## config.mk

```make
export PLATFORM = sky130hd
export DESIGN_NAME = div_lp_v1
export DESIGN_NICKNAME = d
export VERILOG_FILES = /design/src/rtl/div_lp_v1.sv
export SDC_FILE = /design/constraint.sdc
export NUM_CORES = 1
export LEC_CHECK = 0
export BUFFER_PORTS_ARGS = -buffer_cell sky130_fd_sc_hd__buf_2
export CORE_ASPECT_RATIO = 0.5
export CORE_MARGIN = 5
export CORE_UTILIZATION = 42
export CTS_CLUSTER_SIZE = 8
export DETAILED_ROUTE_END_ITERATION = 10
export GPL_ROUTABILITY_DRIVEN = 0
export MAX_ROUTING_LAYER = met4
export PLACE_DENSITY = 0.58
export SETUP_SLACK_MARGIN = 0.5
export SLEW_MARGIN = 20
export SYNTH_ARGS = -nofsm -noshare
export SYNTH_HDL_FRONTEND = slang
export SYNTH_SLANG_ARGS = --single-unit
export TNS_END_PERCENT = 100
```

## constraint.sdc

```tcl
create_clock -name clk -period 2.8 [get_ports clk]
set_clock_uncertainty 0.2 [all_clocks]
set_input_delay 0.7 -clock clk [delete_from_list [all_inputs] [get_ports clk]]
set_output_delay 0.7 -clock clk [all_outputs]
set_load 0.01 [all_outputs]
```

## src/rtl/div_lp_v1.sv

```systemverilog
// Fully pipelined unsigned restoring divider: input register, w one-bit stages, output register.
// Optional remainder output enabled by defining DIV_LP_REM_EN.
module div_lp_v1 #(
    parameter int w = 8
) (
    input  logic         clk,
    input  logic         rst_n,
    input  logic         in_valid,
    input  logic [w-1:0] dN,
    input  logic [w-1:0] dD,
    output logic         out_valid,
    output logic [w-1:0] q,
`ifdef DIV_LP_REM_EN
    output logic [w-1:0] r,
`endif
    output logic         dbz
);

    // Index k holds the state entering stage k; index w is the last iteration result.
    logic [w:0]   vld_pipe;
    logic [w-1:0] n_pipe [0:w];
    logic [w-1:0] d_pipe [0:w];
    logic [w-1:0] q_pipe [0:w];
    logic [w-1:0] r_pipe [0:w];

    logic [w-1:0] q_nxt [0:w-1];
    logic [w-1:0] r_nxt [0:w-1];

    // Partial remainders fit in w bits: with D != 0 they stay below D, and with
    // D == 0 stage i holds only the top i bits of N. Only the trial value needs w+1.
    always_comb begin
        logic [w:0] t;
        logic       ge;
        t  = '0;
        ge = 1'b0;
        q_nxt = '{default: '0};
        r_nxt = '{default: '0};
        for (int i = 0; i < w; i++) begin
            t  = {r_pipe[i], n_pipe[i][w-1-i]};
            ge = (t >= {1'b0, d_pipe[i]});
            r_nxt[i] = ge ? w'(t - {1'b0, d_pipe[i]}) : t[w-1:0];
            q_nxt[i] = q_pipe[i];
            q_nxt[i][w-1-i] = ge;
        end
    end

    always_ff @(posedge clk or negedge rst_n) begin
        if (!rst_n) begin
            vld_pipe  <= '0;
            for (int k = 0; k <= w; k++) begin
                n_pipe[k] <= '0;
                d_pipe[k] <= '0;
                q_pipe[k] <= '0;
                r_pipe[k] <= '0;
            end
            out_valid <= 1'b0;
            q         <= '0;
`ifdef DIV_LP_REM_EN
            r         <= '0;
`endif
            dbz       <= 1'b0;
        end else begin
            // Data is captured regardless of in_valid; only the tag qualifies it.
            vld_pipe[0] <= in_valid;
            n_pipe[0]   <= dN;
            d_pipe[0]   <= dD;
            q_pipe[0]   <= '0;
            r_pipe[0]   <= '0;
            for (int i = 0; i < w; i++) begin
                vld_pipe[i+1] <= vld_pipe[i];
                n_pipe[i+1]   <= n_pipe[i];
                d_pipe[i+1]   <= d_pipe[i];
                q_pipe[i+1]   <= q_nxt[i];
                r_pipe[i+1]   <= r_nxt[i];
            end
            out_valid <= vld_pipe[w];
            if (vld_pipe[w]) begin
                q   <= q_pipe[w];
`ifdef DIV_LP_REM_EN
                r   <= r_pipe[w];
`endif
                dbz <= (d_pipe[w] == '0);
            end
        end
    end

endmodule
```

== Word level (Yosys, flattened, before mapping) ==
Index checks and enable logic that the tools add are counted.
Widths: inputs -> output; s select.

* Order comparisons: 8
* Mux-type cells: 7
* Reductions and logical operators: 1
* Add/sub/neg operators: 7

{| class="wikitable"
|+ Operator list
! operator !! count
|-
| $ge 9x8->1 || 7
|-
| $mux 8 || 7
|-
| $sub 8x8->8 || 6
|-
| $ge 1x8->1 || 1
|-
| $logic_not 8->1 || 1
|-
| $sub 1x8->8 || 1
|}

* Word-level logic and storage cells: 59
* Output and inout bits: 10
* Register bits after elaboration: 219

== Depth between registers and ports, before layout ==
* Depth after elaboration: 2
* Gate-level depth with buffers: 9
* Gate-level depth less buffers: 8

== Worst setup path after synthesis ==
No wires, ideal clock.

* Path type: flip-flop to flip-flop
* From: register d_pipe[33] (netlist name)
* To: register r_pipe[26] (netlist name)
* Required time: 2.475 ns
* Slack: 0.549 ns
* Setup time: 0.125 ns
* Buffers on the path: 0
* Cell stages (with the launch flop): 8
* Arrival time: 1.926 ns
* Cell sequence: dfrtp_1 > inv_1 > ha_1 > nor2b_4 > o2111ai_1 > nand3b_1 > a31oi_4 > mux2_2

{| class="wikitable"
|+ RTL lines
! element !! RTL line !! RTL
|-
| from (decl) || 22 || <nowiki>logic [w-1:0] d_pipe [0:w];</nowiki>
|-
| from (signal, indexed assignment) || 72 || <nowiki>d_pipe[i+1] <= d_pipe[i];</nowiki>
|-
| to (signal, indexed assignment) || 74 || <nowiki>r_pipe[i+1] <= r_nxt[i];</nowiki>
|-
| to (decl) || 24 || <nowiki>logic [w-1:0] r_pipe [0:w];</nowiki>
|}

==> reports/results.ini <==
[route]
wl_per_cell_um = 14.3
drt_iter0_drc = 167
drc = 0
drt_wl_total_um = 15100
post_drt_via_cell_ratio = 4.95
drt_first_pass_iters = 6
vias = 5219
antenna_left = 0

[layout]
area_growth_pct = 19.5
postLayoutCoreUtil_pct = 51.3
nNetsFinal = 866
n_antenna_cell = 0
drive_above_1_share_pct = 20.7

[worst_setup_path]
worstSetupStartpointType = flop
crit_chain = ha_4, o21a_2, a211o_1, a31oi_4, buf_4, mux2_2
reg2reg_slack_ns = 0.53
crit_path_max_incr_delay_ns = 0.42
worstSetupStartpoint = r_pipe[37]
crit_arrival_ns = 2.47
r2r-start = r_pipe[37]
worst-setup-path-type = reg -> reg
critical_path.endpoint_type = flop
required_ns = 3.01
slowest_stage = dfrtp_1
crit_fanout = 6

[floorplanning]
start_util_pct = 42.9
ios = 29
die_area_mm2 = 0.0243
core_area_mm2 = 0.0207
die_x_um = 216
fp-row-count = 37
die_h_um = 113

[clock_tree]
insertion_delay_ns = 0.54
clockBufferDepth = 3
cts_tree = done
path_clk_slew_ns = 0.06
clock_sinks = 219
clock-root-buffer = clkbuf_16
htree_levels = 1
numCtsBuffers = 31

[grt]
grt_pass1_wl_um = 26500
grt_start_max_net_pins = 65
grt_usage_pct = 13.5
grt_pass1_vias = 5657
overflow = 0
antenna_found_initial = 0

[sta]
max-slew-margin-rel_pct = 55.4
rsz0062_at_grt = yes
timing.fmax_ghz = 0.441
final_max_slew_viol_count = 0
worst_slew_pin_slew_ns = 0.670
setup_viol = 0
fin_tns_setup_ns = 0
post-route-period-util_pct = 81.0
final.min_clock_period_ns = 2.27
hold_viol = 0

[placed_design]
portBuffers = 28
hpwl_um = 10300

[flow_run]
cap_viol_max_count = 0

[synthesis]
syn-cell-area_mm2 = 0.00889
ys_ff_latch = 219
synth_fp_nets = 778
ys.flop_type = dfrtp_1
syn_inst = 695
synth_edf_count = 0
ys_warn_count = 0
postSynth.asyncResetShare_pct = 100
synth.distinct_cells = 56
yosysSeqAreaShare_pct = 61.7
synth.avg_cell_area_um2 = 12.8

[run_status]
status = completed

[power_and_ir_drop]
leakagePower_nw = 5.17
ir_worst_vdd_v = 0.000441
power_density_mw_per_mm2 = 848

[min_path]
min_path_type = in -> reg
min-delay-start = dD[6]

## layout by cell type, fill, tap and decap left out, drive strengths merged, types with 16 or more instances in the layout
cell type  count
nor2          32
a21oi         25
nand2         32
buf           60
mux2          32
dfrtp        219
clkbuf        31
o21a          16
nor2b         18
inv           84
o21ai         26
ha            58
## cells by family (layout without fill, tap and decap cells)
| kind of cell | Yosys count | after routing | synth area share [%] |
|---|---|---|---|
| muxes | 45 | 45 | 5.52 |
| xor gates and xnor gates | 17 | 17 | 1.68 |
| buffers and inverters | 90 | 177 | 3.86 |
| and+or+nand+nor | 136 | 136 | 7.96 |
| adders and majority gates | 64 | 64 | 9.52 |
| DFF | 219 | 219 | 61.7 |
| AOI/OAI and AO/OA | 124 | 124 | 9.80 |
## path summary, 6_finish.rpt
check | end | depth (start not counted)
min | d_pipe[70] | 1
min reg2reg | q_pipe[2] | 0
min in group asynchronous | d_pipe[69] | 2
max reg2reg | r_pipe[31] | 6
max in group asynchronous | q[0] | 3
max | r_pipe[31] | 6
## area by class of cell
cell class	instances	area, µm²
Fill cell	1781	10100
Sequential cell	219	5480
Timing Repair Buffer	61	449
Multi-Input combinational cell	386	3250
Clock buffer	31	776
Tap cell	273	342
Inverter	84	315
Clock inverter	1	7.51
## layer usage
| layer | global-route usage (%) | routed length [µm] | up-vias |
|---|---|---|---|
| li1 | - | - | 2547 |
| met1 | 16.8 | 6780 | 2540 |
| met2 | 21.9 | 7260 | 88 |
| met3 | 3.58 | 630 | 44 |
| met4 | 4.35 | 471 | 0 |
| met5 | - | 0 | - |
## synthesized netlist by cell type (9+ instances only)
cell type  count  area [µm²]
a21oi_1       23         115
dfrtp_1      219        5480
ha_1          58         726
inv_1         84         315
mux2_2        32         360
mux2i_1       13         130
nand2_1       32         120
nand3_1       11        55.1
nor2_1        32         120
nor2b_1       16         100
nor3_1        10        50.1
o211ai_1       9        67.6
o21a_1        16         120
o21ai_0       24         120
xnor2_1       13         114
## flip-flops by register name, summed over array words and instances, names as in the netlist
register / cells
q_nxt: 28
dbz: 1
out_valid: 1
d_pipe: 72
q_pipe: 8
q: 8
r_pipe: 56
vld_pipe: 9
n_pipe: 36
## critical path, delay by kind of cell, from the launching register on
kind | cells | cell delay [ns]
DFF | 1 | 0.42
AOI/OAI and AO/OA | 3 | 0.79
buffers and inverters | 1 | 0.15
adders and majority gates | 1 | 0.25
muxes | 1 | 0.33
## metrics by stage
step	worst slack (ns)	total power [W]	hold slack, ns	cells	cell area [µm²]
3_3_place_gp	0.374	0.00562	0.131	996	9430
4_1_cts	0.504	0.00895	0.0378	1037	10300
2_1_floorplan	0.549	0.00520	0.131	695	8890
3_5_place_dp	0.294	0.00566	0.135	996	9430
6_report	0.532	0.00901	0.0707	1055	10600
5_1_grt	0.475	0.00960	0.0367	1055	10600
## power breakdown
| group | switching, W | internal (W) |
|---|---|---|
| registers | 0.000182 | 0.00357 |
| clock network | 0.00120 | 0.00191 |
| logic | 0.00104 | 0.00110 |
| total | 0.00243 | 0.00659 |
## what timing repair did
item	in CTS	in global routing
setup endpoints to repair	18	35
buffers inserted	8	18
hold buffers	1	0
pin swaps	3	16
gates resized for setup	11	29
endpoints found under the hold margin	59	0
No activity file was read; power rests on OpenSTA's default activity.
